**config.mk**
```make
export PLATFORM = sky130hd
export DESIGN_NAME = e203_exu_eai_csr_bridge
export DESIGN_NICKNAME = d
export VERILOG_FILES = /design/src/rtl/e203_exu_eai_csr_bridge.sv
export SDC_FILE = /design/constraint.sdc
export NUM_CORES = 1
export LEC_CHECK = 0
export BUFFER_PORTS_ARGS = -buffer_cell sky130_fd_sc_hd__buf_2
export CAP_MARGIN = 20
export CORE_ASPECT_RATIO = 1.2
export CORE_MARGIN = 1
export CORE_UTILIZATION = 52
export CTS_CLUSTER_DIAMETER = 150
export DETAILED_ROUTE_END_ITERATION = 7
export PLACE_DENSITY = 0.85
export SLEW_MARGIN = 20
export SYNTH_ARGS = -nofsm -noshare
export SYNTH_HDL_FRONTEND = slang
export SYNTH_SLANG_ARGS = --single-unit
```
**constraint.sdc**
```tcl
create_clock -name clk -period 5.1 [get_ports clk]
set_clock_uncertainty 0.1 [all_clocks]
set_input_delay 0.51 -clock clk [delete_from_list [all_inputs] [get_ports clk]]
set_output_delay 0.51 -clock clk [all_outputs]
set_load 0.02 [all_outputs]
```
**src/rtl/e203_exu_eai_csr_bridge.sv**
```systemverilog
// EAI CSR bridge: turns each held-stable EAI CSR access into a registered
// request/response transaction to an external coprocessor. It also enforces
// a response timeout, rejects out-of-range addresses and drains late
// responses that arrive after a timeout.
module e203_exu_eai_csr_bridge #(
  parameter int TMO_CYC = 256,
  parameter int CNT_W   = 9
) (
  input  logic        clk,
  input  logic        rst_n,
  input  logic        eai_csr_valid,
  output logic        eai_csr_ready,
  input  logic [31:0] eai_csr_addr,
  input  logic        eai_csr_wr,
  input  logic [31:0] eai_csr_wdata,
  output logic [31:0] eai_csr_rdata,
  output logic        eai_csr_err,
  output logic        eai_xs_off,
  input  logic        cop_present,
  output logic        cop_req_valid,
  input  logic        cop_req_ready,
  output logic [11:0] cop_req_addr,
  output logic        cop_req_wr,
  output logic [31:0] cop_req_wdata,
  input  logic        cop_rsp_valid,
  output logic        cop_rsp_ready,
  input  logic [31:0] cop_rsp_rdata,
  input  logic        cop_rsp_err,
  output logic        tmo_sticky,
  input  logic        tmo_clr
);

  typedef enum logic [1:0] {
    ST_IDLE = 2'd0,
    ST_REQ  = 2'd1,
    ST_RSP  = 2'd2,
    ST_DONE = 2'd3
  } state_e;

  // The counter can step one past the limit when the request handshakes on
  // the last allowed cycle, so the limit is compared with >=.
  localparam logic [CNT_W-1:0] TMO_LAST = CNT_W'(TMO_CYC - 1);

  state_e            state_q, state_d;
  logic [CNT_W-1:0]  cnt_q, cnt_d;
  logic              stale_q, stale_d;
  logic              sticky_q, sticky_d;
  logic [11:0]       addr_q, addr_d;
  logic              wr_q, wr_d;
  logic [31:0]       wdata_q, wdata_d;
  logic [31:0]       rdata_q, rdata_d;
  logic              err_q, err_d;
  logic              req_valid_q, req_valid_d;
  logic              rsp_ready_q, rsp_ready_d;
  logic              csr_ready_q, csr_ready_d;
  logic [31:0]       csr_rdata_q, csr_rdata_d;
  logic              csr_err_q, csr_err_d;
  logic              xs_off_q;
  logic              tmo_set;
  logic              stale_set;
  logic              tmo_hit;

  assign tmo_hit = (cnt_q >= TMO_LAST);

  // Next-state, capture, timeout and stale-drain logic; outputs are
  // precomputed from the next state so they can be registered.
  always_comb begin
    state_d   = state_q;
    cnt_d     = cnt_q;
    stale_d   = stale_q;
    sticky_d  = sticky_q;
    addr_d    = addr_q;
    wr_d      = wr_q;
    wdata_d   = wdata_q;
    rdata_d   = rdata_q;
    err_d     = err_q;
    tmo_set   = 1'b0;
    stale_set = 1'b0;
    case (state_q)
      ST_IDLE: begin
        if (eai_csr_valid && !stale_q) begin
          addr_d  = eai_csr_addr[11:0];
          wr_d    = eai_csr_wr;
          wdata_d = eai_csr_wdata;
          if ((eai_csr_addr[31:12] != 20'd0) || !cop_present) begin
            rdata_d = 32'd0;
            err_d   = 1'b1;
            state_d = ST_DONE;
          end else begin
            cnt_d   = '0;
            state_d = ST_REQ;
          end
        end else begin
          state_d = ST_IDLE;
        end
      end
      ST_REQ: begin
        cnt_d = cnt_q + CNT_W'(1);
        if (cop_req_ready) begin
          state_d = ST_RSP;
        end else if (tmo_hit) begin
          rdata_d = 32'd0;
          err_d   = 1'b1;
          tmo_set = 1'b1;
          state_d = ST_DONE;
        end else begin
          state_d = ST_REQ;
        end
      end
      ST_RSP: begin
        cnt_d = cnt_q + CNT_W'(1);
        if (cop_rsp_valid) begin
          rdata_d = wr_q ? 32'd0 : cop_rsp_rdata;
          err_d   = cop_rsp_err;
          state_d = ST_DONE;
        end else if (tmo_hit) begin
          rdata_d   = 32'd0;
          err_d     = 1'b1;
          tmo_set   = 1'b1;
          stale_set = 1'b1;
          state_d   = ST_DONE;
        end else begin
          state_d = ST_RSP;
        end
      end
      ST_DONE: begin
        state_d = ST_IDLE;
      end
      default: begin
        state_d = ST_IDLE;
      end
    endcase

    // A late response accepted outside RSP is dropped and ends the drain.
    if ((state_q != ST_RSP) && stale_q && cop_rsp_valid) begin
      stale_d = 1'b0;
    end else if (stale_set) begin
      stale_d = 1'b1;
    end else begin
      stale_d = stale_q;
    end

    // tmo_clr beats a same-cycle timeout.
    if (tmo_clr) begin
      stale_d  = 1'b0;
      sticky_d = 1'b0;
    end else if (tmo_set) begin
      sticky_d = 1'b1;
    end else begin
      sticky_d = sticky_q;
    end

    req_valid_d = (state_d == ST_REQ);
    rsp_ready_d = (state_d == ST_RSP) || stale_d;
    csr_ready_d = (state_d == ST_DONE);
    csr_rdata_d = csr_ready_d ? rdata_d : 32'd0;
    csr_err_d   = csr_ready_d ? err_d : 1'b0;
  end

  // State, capture and output registers with synchronous active-low reset.
  always_ff @(posedge clk) begin
    if (!rst_n) begin
      state_q     <= ST_IDLE;
      cnt_q       <= '0;
      stale_q     <= 1'b0;
      sticky_q    <= 1'b0;
      addr_q      <= 12'd0;
      wr_q        <= 1'b0;
      wdata_q     <= 32'd0;
      rdata_q     <= 32'd0;
      err_q       <= 1'b0;
      req_valid_q <= 1'b0;
      rsp_ready_q <= 1'b0;
      csr_ready_q <= 1'b0;
      csr_rdata_q <= 32'd0;
      csr_err_q   <= 1'b0;
      xs_off_q    <= 1'b1;
    end else begin
      state_q     <= state_d;
      cnt_q       <= cnt_d;
      stale_q     <= stale_d;
      sticky_q    <= sticky_d;
      addr_q      <= addr_d;
      wr_q        <= wr_d;
      wdata_q     <= wdata_d;
      rdata_q     <= rdata_d;
      err_q       <= err_d;
      req_valid_q <= req_valid_d;
      rsp_ready_q <= rsp_ready_d;
      csr_ready_q <= csr_ready_d;
      csr_rdata_q <= csr_rdata_d;
      csr_err_q   <= csr_err_d;
      xs_off_q    <= ~cop_present;
    end
  end

  assign eai_csr_ready = csr_ready_q;
  assign eai_csr_rdata = csr_rdata_q;
  assign eai_csr_err   = csr_err_q;
  assign eai_xs_off    = xs_off_q;
  assign cop_req_valid = req_valid_q;
  assign cop_req_addr  = addr_q;
  assign cop_req_wr    = wr_q;
  assign cop_req_wdata = wdata_q;
  assign cop_rsp_ready = rsp_ready_q;
  assign tmo_sticky    = sticky_q;

endmodule

```
Word-level counts from Yosys, hierarchy flattened

Cells that the tools add are included.

Register bits after elaboration: 128
Bits of input ports: 105

Add/subtract/negate cells: 1
Magnitude comparators: 1
Equal/unequal tests: 9
Mux-type cells: 31
Bitwise logic cells: 2
Reductions and logical operators: 15

Operators with widths:

| cell                | number |
|---|---|
| $mux 32             | 6 |
| $pmux 32 s3         | 1 |
| $reduce_bool 20->1  | 1 |
| $mux 9              | 2 |
| $pmux 9 s2          | 1 |
| $mux 1              | 14 |
| $add 9x1->9 const B | 1 |
| $ge 9x8->1 const B  | 1 |
| $eq 2x2->1 const B  | 4 |
| $mux 2              | 4 |
| $pmux 2 s4          | 1 |
| $ne 2x2->1 const B  | 3 |
| $eq 2x1->1 const B  | 2 |
| $reduce_and 2->1    | 2 |
| $reduce_or 2->1     | 2 |
| $logic_and 1x1->1   | 3 |
| $pmux 1 s3          | 1 |
| $reduce_and 3->1    | 1 |
| $logic_not 1->1     | 2 |
| $logic_not 2->1     | 1 |
| $logic_or 1x1->1    | 2 |
| $not 1->1           | 2 |
| $pmux 1 s2          | 1 |
| $reduce_bool 2->1   | 1 |

Logic depth before layout (Yosys ltp)

Gate-level depths: netlist (run 1).

Depth in word-level cells: 8
Gate-level depth with buffers: 9
Gate-level depth less buffers: 8

Worst setup path after synthesis (run 1)

OpenSTA, ideal clock, no wires.

Path kind: reg-to-reg
Start: register cnt_q[0]
End: register csr_rdata_q[10], in the netlist eai_csr_rdata[10]
Arrival time: 2.160 ns
Required time: 4.861 ns
Slack: 2.701 ns
Stages on the path, launching flop included: 10
Buffers on the path: 1
Cell sequence: dfxtp_1 ha_1 and3_1 and2_1 ha_1 a211o_2 o31a_1 o211ai_2 buf_6 nor3_1

Longest elaborated chain between the ends: 6

Ends and longest elaborated chain:

| element                                 | line     | text |
|---|---|---|
| start, declared                         | 45       | `logic [CNT_W-1:0] cnt_q, cnt_d;` |
| start signal, assigned                  | 180      | `cnt_q <= cnt_d;` |
| $ge 9x8->1 (*)                          | 63       | `assign tmo_hit = (cnt_q >= TMO_LAST);` |
| $mux 1 / $mux 2 (equally long branches) | 116, 101 |  |
| $mux 1 / $mux 2 (equally long branches) | 112, 99  |  |
| $pmux 2 s4                              | 79       | `case (state_q)` |
| $eq 2x2->1                              | 155      | `csr_ready_d = (state_d == ST_DONE);` |
| $reduce_and 2->1 (no source line)       | --       |  |
| end signal, assigned                    | 191      | `csr_rdata_q <= csr_rdata_d;` |
| end, declared                           | 56       | `logic [31:0] csr_rdata_q, csr_rdata_d;` |

Every way passes the cells marked *; elsewhere a longest branch is shown, timed or not.
A chain may end at the register's enable or synchronous reset.

Worst setup path after layout (run 1)

Start: register state_q[0]
End: register csr_rdata_q[20], in the netlist eai_csr_rdata[20]

Longest elaborated chain between the ends: 4

Ends and longest elaborated chain:

| element                                  | line | text |
|---|---|---|
| start, declared                          | 44   | `state_e state_q, state_d;` |
| start signal, assigned                   | 179  | `state_q <= state_d;` |
| $eq 2x2->1, or another cell as far along | 79   |  |
| $pmux 2 s4                               | 79   |  |
| $eq 2x2->1                               | 155  |  |
| $reduce_and 2->1 (no source line)        | --   |  |

Parallel ways exist; a longest one is shown, timed or not.

==> results of run 1 <==
## synth_stat cells (5+ instances only)
master,instances,area share
inv_1,11,0.0086
nand2_1,103,0.080
a2111oi_0,26,0.047
o41ai_1,8,0.015
nor2_1,23,0.018
nor3_1,54,0.056
ha_1,6,0.016
nand2b_1,5,0.0065
dfxtp_1,128,0.53
clkbuf_1,25,0.020
buf_2,8,0.0083
or2_2,10,0.013
and2_1,9,0.012
a21oi_1,81,0.084
## final cells by class
class                           instances  area share
Clock buffer                           20      0.0680
Timing Repair Buffer                  191       0.153
Sequential cell                       128       0.400
Clock inverter                         12      0.0283
Multi-Input combinational cell        370       0.321
Tap cell                              120      0.0235
Inverter                               11     0.00645
## critical path: cells and delay by family (launching register included)
family	cells	cell delay, ns
and+or+nand+nor	2	0.83
buffers and inverters	3	0.66
AOI/OAI and AO/OA	2	0.57
DFF	1	0.40
adders and majority gates	1	0.26
## registers in the layout, indices dropped and copies added (netlist names)
| name | flops |
|---|---|
| cnt_q | 9 |
| cop_req_addr | 12 |
| cop_req_valid | 1 |
| cop_req_wdata | 32 |
| cop_req_wr | 1 |
| cop_rsp_ready | 1 |
| eai_csr_err | 1 |
| eai_csr_rdata | 32 |
| eai_csr_ready | 1 |
| eai_xs_off | 1 |
| err_q | 1 |
| rdata_q | 32 |
| stale_q | 1 |
| state_q | 2 |
| tmo_sticky | 1 |
## metrics by stage
step	setup slack [ns]	hold slack, ns	power [mW]
finish	2.12	0.0695	2.67
floorplan	2.70	0.351	1.32
detailed placement	2.16	0.344	1.44
global placement	2.09	0.340	1.42
global route	1.91	0.0543	2.77
CTS	2.13	0.0513	2.68
## kinds of logic after synthesis
logic type | after synthesis | share of synthesized area
and+or+nand+nor | 226 | 0.218
AOI/OAI and AO/OA | 136 | 0.184
DFF | 128 | 0.533
buffers and inverters | 50 | 0.0460
adders and majority gates | 6 | 0.0156
muxes | 2 | 0.00416
## path summary, 6_finish.rpt
check,from,endpoint,cells past startpoint
setup / recovery,state_q[0],eai_csr_rdata[20],8
setup reg to reg,state_q[0],eai_csr_rdata[20],8
hold / removal,cop_present,eai_xs_off,2
hold reg to reg,cop_req_wdata[14],cop_req_wdata[14],2
## placed cells by master, fill, tap and decap left out, drive strengths merged, types with 6 or more instances in the layout
cell	instances
a21oi	81
nand2	103
dfxtp	128
or2	11
o41ai	8
clkbuf	20
buf	191
a2111oi	27
inv	13
nor2	23
ha	6
and2	9
nor3	54
## power breakdown
part / total [mW] / switching [mW] / internal, mW
logic: 0.362 / 0.238 / 0.123
registers: 1.06 / 0.0196 / 1.04
clock network: 1.24 / 0.433 / 0.810
## per-layer routing
layer	part of all wire	routed length, um	GRT usage
met3	0.073	909	0.0791
met4	0.020	246	0.118
met1	0.39	4870	0.289
met2	0.52	6420	0.454
met5	0	0	0
==> run_results.csv, run 1 <==
group,metric,value,unit
finish,drive_gt1_frac,0.329,
setup_path,end_kind,"register",
logic_synthesis,yosysSeqAreaShare,0.533,
floorplanning,dieArea,9640,sq um
floorplanning,fp.dieH,107,um
drt,wl_per_cell,14.6,um
place,place_area,5770,sq um
outcome,outcome,"finished, final reports clean",
setup_path,required,5.38,ns
timing,rsz0062_at_grt,"false",
power,irDropWorstVdd,0.257,mV
logic_synthesis,avgSynthCellArea,8.78,sq um
global_route,grt_pass1_vias,4402,
timing,fin_tns_setup,0,ns
logic_synthesis,synth_cells,548,
finish,num_antenna_cells,0,
setup_path,critPathSlowestCell,"or2_2",
power,power_density,417,nW/um^2
finish,multi_input_area,2050,sq um
setup_path,cp_common_cell,"inv_1",
drt,drcViolationCount,0,
setup_path,start_kind,"register",
finish,stdcell_count,852,
setup_path,crit_path_max_incr_delay,0.71,ns
logic_synthesis,synth_edf_count,0,
setup_path,rrSetupSlack,2.12,ns
clocking,clk_path_buf_depth,2,
clocking,cts_setup_buffers,0,
place,dpl.hpwl,8300,um
clocking,cts_tree,"done",
logic_synthesis,ys.flop_type,"dfxtp_1",
global_route,antenna_found_initial,0,
timing,hold_viol_final,0,
drt,drt_iter0_markers,230,
finish,area_growth_syn_to_layout,33.1,%
clocking,path_clk_slew,0.06,ns
global_route,grtUsageTotal,0.259,
drt,firstDrtPassIters,4,
setup_path,cp_cell_sequence,"inv_1 -> ha_1 -> inv_1 -> or2_2 -> o221ai_1 -> o211ai_2 -> buf_4 -> nor3_1",
finish,final_area,6400,sq um
finish,seq_area,2560,sq um
clocking,insertion_delay,0.51,ns
floorplanning,io_pins,188,
timing,setup_violations,0,
global_route,grt_pass1_wl,19800,um
drt,vias,4662,
floorplanning,core-area,9030,sq um
finish,filler_cell_count,713,
power,p_leak,2.80,nW
timing,max_freq,0.336,GHz
setup_path,cp_max_fo,46,
floorplanning,chipWidth,89.8,um
floorplanning,row_count,38,
job,drv_cap,0,
global_route,grt_overflow,0,
logic_synthesis,async_flop_share,0,
drt,avgViaCountPerCell,5.47,
hold_path,hp-class,"in -> reg",
timing,tightest_slew,1.04,ns
finish,fin_nets,830,
logic_synthesis,ys_warn_count,0,
timing,finalMaxSlewViolations,0,
clocking,clock-root-buffer,"clkbuf_8",
place,place_congestion,0.930,
timing,relSlewSlack,0.308,
logic_synthesis,netlist_area,4810,sq um
drt,finalWirelength,12400,um
logic_synthesis,syn_nets,659,
floorplanning,start_util,0.532,
clocking,post_cts_resized,0,
clocking,h-tree-depth,4,
drt,antenna_left,0,
logic_synthesis,ys_ff_latch,128,
timing,final.min_clock_period,2.98,ns
setup_path,crit_arrival,3.25,ns
logic_synthesis,synth_cell_types,46,
place,placed_cells,819,
setup_path,critPathKind,"reg -> reg",
finish,fin_util,0.708,
clocking,cts_buffers,17,
clocking,hold_buffers,0,
timing,post-route-period-util,0.583,
global_route,grt_max_degree,59,
clocking,clock-sinks,128,
place,port_buffers,187,
Power figures use the tool's default switching activity.
==> run 2: changes to the inputs <==
--- a/config.mk
+++ b/config.mk
@@ -9,10 +9,10 @@
 export CAP_MARGIN = 20
 export CORE_ASPECT_RATIO = 1.2
 export CORE_MARGIN = 1
-export CORE_UTILIZATION = 52
+export CORE_UTILIZATION = 48
 export CTS_CLUSTER_DIAMETER = 150
 export DETAILED_ROUTE_END_ITERATION = 7
-export PLACE_DENSITY = 0.85
+export PLACE_DENSITY = 0.79
 export SLEW_MARGIN = 20
 export SYNTH_ARGS = -nofsm -noshare
 export SYNTH_HDL_FRONTEND = slang
==> constraint.sdc (replaced) <==
create_clock -name clk -period 3.1 [get_ports clk]
set_clock_uncertainty 0.1 [all_clocks]
set_input_delay 0.31 -clock clk [delete_from_list [all_inputs] [get_ports clk]]
set_output_delay 0.31 -clock clk [all_outputs]
set_load 0.02 [all_outputs]
==> run_results.csv, run 2 (synthesis results as in run 1) <==
group,metric,value,unit
place,port_buffers,187,
power,p_sw,1.12,mW
clocking,h-tree-depth,4,
finish,drive_gt1_frac,0.331,
power,irDropWorstVdd,0.455,mV
drt,firstDrtPassIters,4,
setup_path,required,3.27,ns
floorplanning,chipWidth,93.4,um
power,clkPwrFrac,0.488,
hold_path,hp-class,"in -> reg",
drt,drt_iter0_markers,247,
power,internal-power,3.46,mW
timing,final.min_clock_period,2.73,ns
floorplanning,io_pins,188,
power,power_density,706,nW/um^2
drt,vias,4682,
timing,holdWs,0.0322,ns
clocking,cts_setup_buffers,0,
floorplanning,core-area,9610,sq um
setup_path,critPathKind,"reg -> reg",
job,drv_cap,0,
drt,finalWirelength,12500,um
place,dpl.hpwl,8030,um
timing,setup_violations,0,
finish,final_common_cell,"buf_2",
power,total_power,4.58,mW
clocking,insertion_delay,0.41,ns
global_route,grt_pass1_wl,20500,um
floorplanning,start_util,0.500,
place,placed_cells,825,
place,place_congestion,0.892,
finish,stdcell_count,858,
timing,fin_tns_setup,0,ns
floorplanning,fp.dieH,112,um
global_route,grtUsageTotal,0.247,
setup_path,crit_arrival,2.90,ns
timing,rsz0062_at_grt,"false",
finish,fin_nets,833,
timing,tightest_slew,1.13,ns
floorplanning,row_count,39,
floorplanning,dieArea,10400,sq um
setup_path,end_kind,"register",
clocking,cts_buffers,17,
setup_path,cp_max_fo,34,
finish,final_cell_mix,"buf_2 (187), dfxtp_1 (128), nand2_1 (103)",
clocking,clock-sinks,128,
drt,wl_per_cell,14.5,um
setup_path,start_kind,"register",
power,sw_frac_of_total,0.245,
global_route,grt_max_degree,70,
timing,post-route-period-util,0.881,
finish,area_growth_syn_to_layout,34.8,%
power,p_leak,2.84,nW
global_route,grt_pass1_vias,4578,
global_route,grt_overflow,0,
drt,drcViolationCount,0,
timing,relSlewSlack,0.244,
clocking,path_clk_slew,0.06,ns
timing,hold_viol_final,0,
timing,max_freq,0.366,GHz
drt,avgViaCountPerCell,5.46,
timing,finalMaxSlewViolations,0,
finish,num_antenna_cells,0,
power,combPwrFrac,0.130,
power,pwr-share-seq,0.382,
clocking,clk_path_buf_depth,2,
clocking,cts_tree,"done",
drt,antenna_left,0,
global_route,antenna_found_initial,0,
outcome,outcome,"finished, final reports clean",
clocking,clock-root-buffer,"clkbuf_16",
setup_path,rrSetupSlack,0.37,ns
run 2: cell type report:
class | count | area [sq um]
fillers | 796 | 3130
flip-flops and latches | 128 | 2560
multi-input cells | 370 | 2040
repair buffers | 194 | 1000
clock buffers | 24 | 502
clock inverters | 8 | 174
well taps | 123 | 154
inverters | 11 | 43.8
run 2: critical path, cell delays in order (launching register included):
cell,delay [ns]
dfxtp_1,0.35
ha_1,0.24
and3_1,0.22
and2_1,0.16
ha_1,0.20
a2111oi_1,0.51
o221ai_1,0.32
o211ai_2,0.16
buf_12,0.22
nor3_1,0.09
run 2: through the flow:
stage               utilization  setup WS, ns  cell area [sq um]
floorplan                     -         0.701               4810
global placement          0.603         0.493               5800
detailed placement        0.603         0.444               5800
CTS                       0.674         0.397               6480
global route              0.674         0.209               6480
finish                    0.674         0.369               6480
run 2: layer usage:
layer | vias up | track usage | part of all wire
li1 | 2289 | - | -
met1 | 2186 | 0.287 | 0.42
met2 | 190 | 0.420 | 0.50
met3 | 17 | 0.0786 | 0.074
met4 | 0 | 0.0974 | 0.015
met5 | - | 0 | 0
run 2: path summary, 6_finish.rpt:
check / cells after the start / startpoint / endpoint
max: 9 / cnt_q[0] / eai_csr_rdata[23]
min: 3 / eai_csr_wdata[4] / cop_req_wdata[4]
max reg2reg: 9 / cnt_q[0] / eai_csr_rdata[23]
min reg2reg: 2 / cop_req_addr[4] / cop_req_addr[4]
run 2: what timing repair did:
action,in CTS,in global routing
hold buffers,1,0
hold endpoints to repair,1,0
gates resized for setup,0,0
run 2: power by group through the flow:
| stage | Sequential (mW) | Combinational [mW] | Clock, mW |
|---|---|---|---|
| after floorplan | 1.84 | 0.325 | 0 |
| after global placement | 1.78 | 0.565 | 0 |
| after detailed placement | 1.78 | 0.584 | 0 |
| after CTS | 1.75 | 0.590 | 2.27 |
| after global routing | 1.76 | 0.654 | 2.34 |
| final | 1.75 | 0.594 | 2.23 |
